**src/rtl/shift_sequencer_4b_if.sv**
```systemverilog
// Handshake/data bundle between a shift requester and shift_sequencer_4b.
//   start : request a new shift operation (sampled only while the sequencer is idle)
//   in    : operand, captured with start
//   amt   : number of 1-position left shifts, captured with start
//   fill  : bit shifted into the LSB on every step, captured with start
//   out   : working/result register
//   cout  : most recent bit shifted out of the MSB
//   busy  : high while shifting
//   done  : one-cycle pulse when out/cout hold the final result
// master = requester side, slave = sequencer side.
interface shift_sequencer_4b_if #(
    parameter int WIDTH = 4,
    parameter int AMT_W = 3
);
    logic             start;
    logic [WIDTH-1:0] in;
    logic [AMT_W-1:0] amt;
    logic             fill;
    logic [WIDTH-1:0] out;
    logic             cout;
    logic             busy;
    logic             done;

    modport master (
        output start, in, amt, fill,
        input  out, cout, busy, done
    );

    modport slave (
        input  start, in, amt, fill,
        output out, cout, busy, done
    );
endinterface

```
**src/rtl/shift_sequencer_4b.sv**
```systemverilog
// Multi-cycle left-shift controller. A request captures an operand, a shift
// amount and a fill bit, then a single 1-position shift stage is applied once
// per clock until the amount is exhausted. Variable-distance shifts therefore
// need no barrel shifter.
// Ports:
//   clk : system clock, rising edge
//   rst : synchronous, active-high reset (aborts any operation, no done pulse)
//   bus : shift_sequencer_4b_if.slave (start/in/amt/fill in; out/cout/busy/done out)
module shift_sequencer_4b #(
    parameter int WIDTH = 4,
    parameter int AMT_W = 3
) (
    input  logic                  clk,
    input  logic                  rst,
    shift_sequencer_4b_if.slave   bus
);

    typedef enum logic [1:0] {
        ST_IDLE  = 2'd0,
        ST_SHIFT = 2'd1,
        ST_DONE  = 2'd2
    } state_t;

    state_t           state_reg, state_next;
    logic [WIDTH-1:0] out_reg,   out_next;
    logic             cout_reg,  cout_next;
    logic             fill_reg,  fill_next;
    logic [AMT_W-1:0] cnt_reg,   cnt_next;

    // One-position left shift stage with the captured fill bit entering the LSB.
    logic [WIDTH-1:0] shifted;
    assign shifted[0] = fill_reg;
    for (genvar gi = 1; gi < WIDTH; gi++) begin : g_shift
        assign shifted[gi] = out_reg[gi-1];
    end

    always_ff @(posedge clk) begin
        if (rst) begin
            state_reg <= ST_IDLE;
            out_reg   <= '0;
            cout_reg  <= 1'b0;
            fill_reg  <= 1'b0;
            cnt_reg   <= '0;
        end else begin
            state_reg <= state_next;
            out_reg   <= out_next;
            cout_reg  <= cout_next;
            fill_reg  <= fill_next;
            cnt_reg   <= cnt_next;
        end
    end

    always_comb begin
        state_next = state_reg;
        out_next   = out_reg;
        cout_next  = cout_reg;
        fill_next  = fill_reg;
        cnt_next   = cnt_reg;
        case (state_reg)
            ST_IDLE: begin
                if (bus.start) begin
                    out_next  = bus.in;
                    cout_next = 1'b0;
                    fill_next = bus.fill;
                    cnt_next  = bus.amt;
                    // A zero-length shift skips straight to the result cycle.
                    state_next = (bus.amt == '0) ? ST_DONE : ST_SHIFT;
                end
            end
            ST_SHIFT: begin
                out_next  = shifted;
                cout_next = out_reg[WIDTH-1];
                cnt_next  = cnt_reg - AMT_W'(1);
                // Leaving at cnt==1 means the counter never wraps through zero.
                if (cnt_reg == AMT_W'(1)) begin
                    state_next = ST_DONE;
                end
            end
            ST_DONE: begin
                // start is deliberately not looked at here; it must be re-presented in idle.
                state_next = ST_IDLE;
            end
            default: begin
                state_next = ST_IDLE;
            end
        endcase
    end

    assign bus.out  = out_reg;
    assign bus.cout = cout_reg;
    assign bus.busy = (state_reg == ST_SHIFT);
    assign bus.done = (state_reg == ST_DONE);

endmodule

```
**src/flat_wrapper.sv**
```systemverilog
// flat-port wrapper written by rule: the top's interface ports become plain ports
module shift_sequencer_4b_flat 
#(
    parameter int WIDTH = 4,
    parameter int AMT_W = 3
)
  (clk, rst, bus_start, bus_in, bus_amt, bus_fill, bus_out, bus_cout, bus_busy, bus_done);
  shift_sequencer_4b_if #(.WIDTH(WIDTH), .AMT_W(AMT_W)) bus_i ();
  input  logic clk;
  input  logic rst;
  input wire logic [$bits(bus_i.start)-1:0] bus_start;
  input wire logic [$bits(bus_i.in)-1:0] bus_in;
  input wire logic [$bits(bus_i.amt)-1:0] bus_amt;
  input wire logic [$bits(bus_i.fill)-1:0] bus_fill;
  output wire logic [$bits(bus_i.out)-1:0] bus_out;
  output wire logic [$bits(bus_i.cout)-1:0] bus_cout;
  output wire logic [$bits(bus_i.busy)-1:0] bus_busy;
  output wire logic [$bits(bus_i.done)-1:0] bus_done;
  assign bus_i.start = bus_start;
  assign bus_i.in = bus_in;
  assign bus_i.amt = bus_amt;
  assign bus_i.fill = bus_fill;
  assign bus_out = bus_i.out;
  assign bus_cout = bus_i.cout;
  assign bus_busy = bus_i.busy;
  assign bus_done = bus_i.done;
  shift_sequencer_4b #(.WIDTH(WIDTH), .AMT_W(AMT_W)) u_core (.clk(clk), .rst(rst), .bus(bus_i));
endmodule
```
**config.mk**
```make
export PLATFORM = sky130hd
export DESIGN_NAME = shift_sequencer_4b_flat
export DESIGN_NICKNAME = d
export VERILOG_FILES = /design/src/rtl/shift_sequencer_4b_if.sv /design/src/rtl/shift_sequencer_4b.sv /design/src/flat_wrapper.sv
export SDC_FILE = /design/constraint.sdc
export NUM_CORES = 1
export LEC_CHECK = 0
export BUFFER_PORTS_ARGS = -buffer_cell sky130_fd_sc_hd__buf_2
export CAP_MARGIN = 30
export CORE_AREA = 5 5 42 44
export CTS_BUF_LIST = sky130_fd_sc_hd__clkbuf_2 sky130_fd_sc_hd__clkbuf_4 sky130_fd_sc_hd__clkbuf_8
export CTS_CLUSTER_SIZE = 40
export DETAILED_ROUTE_END_ITERATION = 8
export DIE_AREA = 0 0 47 49
export MAX_ROUTING_LAYER = met4
export PLACE_DENSITY_LB_ADDON = 0.08
export SYNTH_ARGS = -nofsm -noshare
export SYNTH_HDL_FRONTEND = slang
export SYNTH_SLANG_ARGS = --single-unit
```
**constraint.sdc**
```tcl
create_clock -name clk -period 3.7 [get_ports clk]
set_clock_uncertainty 0.15 [all_clocks]
set_input_delay 0.37 -clock clk [delete_from_list [all_inputs] [get_ports clk]]
set_output_delay 0.37 -clock clk [all_outputs]
set_load 0.03 [all_outputs]
```
==> results.toml <==
[setup_path]
r2r_end = "u_core.cnt_reg[0]"
worstReg2RegStart = "u_core.state_reg[1]"
worstPathRequired_ns = 3.18
critical_path_peak_fanout = 9
startpoint = "u_core.state_reg[0]"
cp.arrival_ns = 1.41
critPathKind = "reg -> out"
startpoint_type = "flip-flop"
cp-endpoint = "bus_busy"
worstRegToRegCells = 4
cp-end-kind = "output port"
r2r_slack_ns = 2.23

[logic_synthesis]
synth_xor_area_frac = 0
seq_area_frac_synth = 0.399
synth-compound-area-share = 0.245
synth_cells = 64
ys_ff_latch = 11
muxShareOfSynthArea = 0
yosys_warnings = 0
synthAdderAreaFrac = 0.0454
yosysUniqueCellTypes = 25
avgSynthCellArea_um2 = 8.62
synth_top_family_by_area = "compound AO/OA/AOI/OAI gates"
synth_nets = 77
synthSimpleGateAreaFrac = 0.234
synth_area_um2 = 552

[min_path]
min_path_type = "in -> reg"
hold_path_depth = 3

[clock_network]
cts-htree-levels = 1
cts_resized = 0
cts-hold-fix-buffers = 0
clk_latency_ns = 0.27
clk_pin_slew_ns = 0.08
cts_made_buffers = 3
cts_tree = "built"
cts_setup_buffers = 0
clockBufferDepth = 2
clock_sinks = 11
cts_root_buf = "clkbuf_4"

[power_and_ir_drop]
totalPowerFinal_uw = 308
vdd_drop_max_mv = 0.227
powerDensity_nw_per_um2 = 468
p_leak_uw = 0.000293

[floorplanning]
fp.dieW_um = 47
die_area_um2 = 2300
coreArea_um2 = 1400
start_util = 0.394
pin_count = 18
num_rows = 14
fp.dieH_um = 49

[routing]
drt_iter0_drc = 8
highest-signal-layer = "met4"
antenna_left = 0
vias_per_cell = 5.13
wire_per_inst_um = 12.2
wl_met1_um = 583
wl_met3_um = 53
drtPass1Iterations = 4
routed_wl_um = 1200
wl_met2_um = 534
drc = 0
route.vias.total = 503

[final_layout]
syn_to_final_growth_pct = 19.5
fill_cells = 144
drive_gt1_frac = 0.317
largest_register_ffs = 4
num-nets-final = 96
diodes = 0

[sta]
rsz0062_at_grt = "false"
hold_viol = 0
min_period_over_period = 0.520
max_freq_mhz = 519
finalMaxSlewViolations = 0
maxSlewHeadroom = 0.717
post-route-min-period_ns = 1.93
setup_violations = 0
worstMarginPinSlew_ns = 0.423
setup_tns_ns = 0

[place]
gp_congestion = 0.728
io_buffers = 17
place_hpwl_um = 894

[outcome]
status = "completed"

[global_routing]
grt_pass1_wl_um = 1890
antenna_found_initial = 0
grt_max_degree = 11
grt_use_total = 0.118
grt_overflow = 0
first_global_vias = 421

[flow_run]
cap_viol_max_count = 0
cell usage after synthesis, drive strengths merged:
master,instances,area share
o21ba,1,0.018
a2bb2oi,1,0.016
nand3,2,0.018
buf,3,0.050
and2b,1,0.016
inv,4,0.027
o21ai,5,0.045
o22ai,1,0.023
nand3b,3,0.041
nand2,12,0.082
nor3,1,0.0091
dfxtp,11,0.40
nand2b,1,0.011
a31oi,4,0.045
o31ai,1,0.014
a21oi,3,0.027
and2,1,0.011
nor3b,1,0.014
or3b,1,0.020
nor2b,1,0.011
a211oi,3,0.041
o2111ai,1,0.016
ha,2,0.045
metal layers:
metal,vias up,track usage
li1,264,-
met1,227,0.152
met2,8,0.152
met3,4,0.0443
met4,0,0.0691
met5,-,-
worst max-delay path, stage by stage (launching register included):
cell and delay (ns):
dfxtp_1 0.47, nand2b_1 0.25, inv_2 0.19, buf_2 0.22
through the flow:
step           cell area, µm²   util  hold slack (ns)  cells  worst slack [ns]
6_report                  659  0.471            0.184     98              1.77
3_5_place_dp              629  0.449            0.306     94              2.05
5_1_grt                   659  0.471            0.173     98              1.64
2_1_floorplan             552      -            0.281     64              2.40
3_3_place_gp              629  0.449            0.309     94              2.12
4_1_cts                   659  0.471            0.177     98              1.76
cells in the final DEF, fill, tap and decap left out, drive strengths merged, types with 2 or more instances in the layout:
cell,instances
o21ai,5
ha,2
a211oi,3
nand3,2
a21oi,3
nand2,12
nand3b,3
dfxtp,11
buf,17
clkbuf,4
inv,4
a31oi,4
where the power goes:
group	internal [µW]	switching (µW)	leakage, µW
logic	29.3	45.7	0.000183
clock network	49.1	43.6	0.0000184
registers	131	9.94	0.0000909
layout make-up:
type	count	area (µm²)	area share
multi-input combinational	46	289	0.438
tap	16	20.0	0.0304
inverter	4	15.0	0.0228
timing repair buffer	17	85.1	0.129
clock buffer	4	30.0	0.0455
sequential	11	220	0.334
worst min path at each step:
stage	from	end
after floorplan	u_core.fill_reg	u_core.fill_reg
after global placement	u_core.fill_reg	u_core.fill_reg
after detailed placement	u_core.fill_reg	u_core.fill_reg
after CTS	bus_fill	u_core.fill_reg
after global routing	bus_fill	u_core.fill_reg
final	bus_fill	u_core.fill_reg
logic make-up after synthesis:
| group | after synthesis |
|---|---|
| AO/OA/AOI/OAI | 20 |
| adder cells (fa/ha/maj) | 2 |
| buffers and inverters | 7 |
| flip-flops | 11 |
| AND/OR/NAND/NOR | 24 |
(Power assumes the default switching activity.)
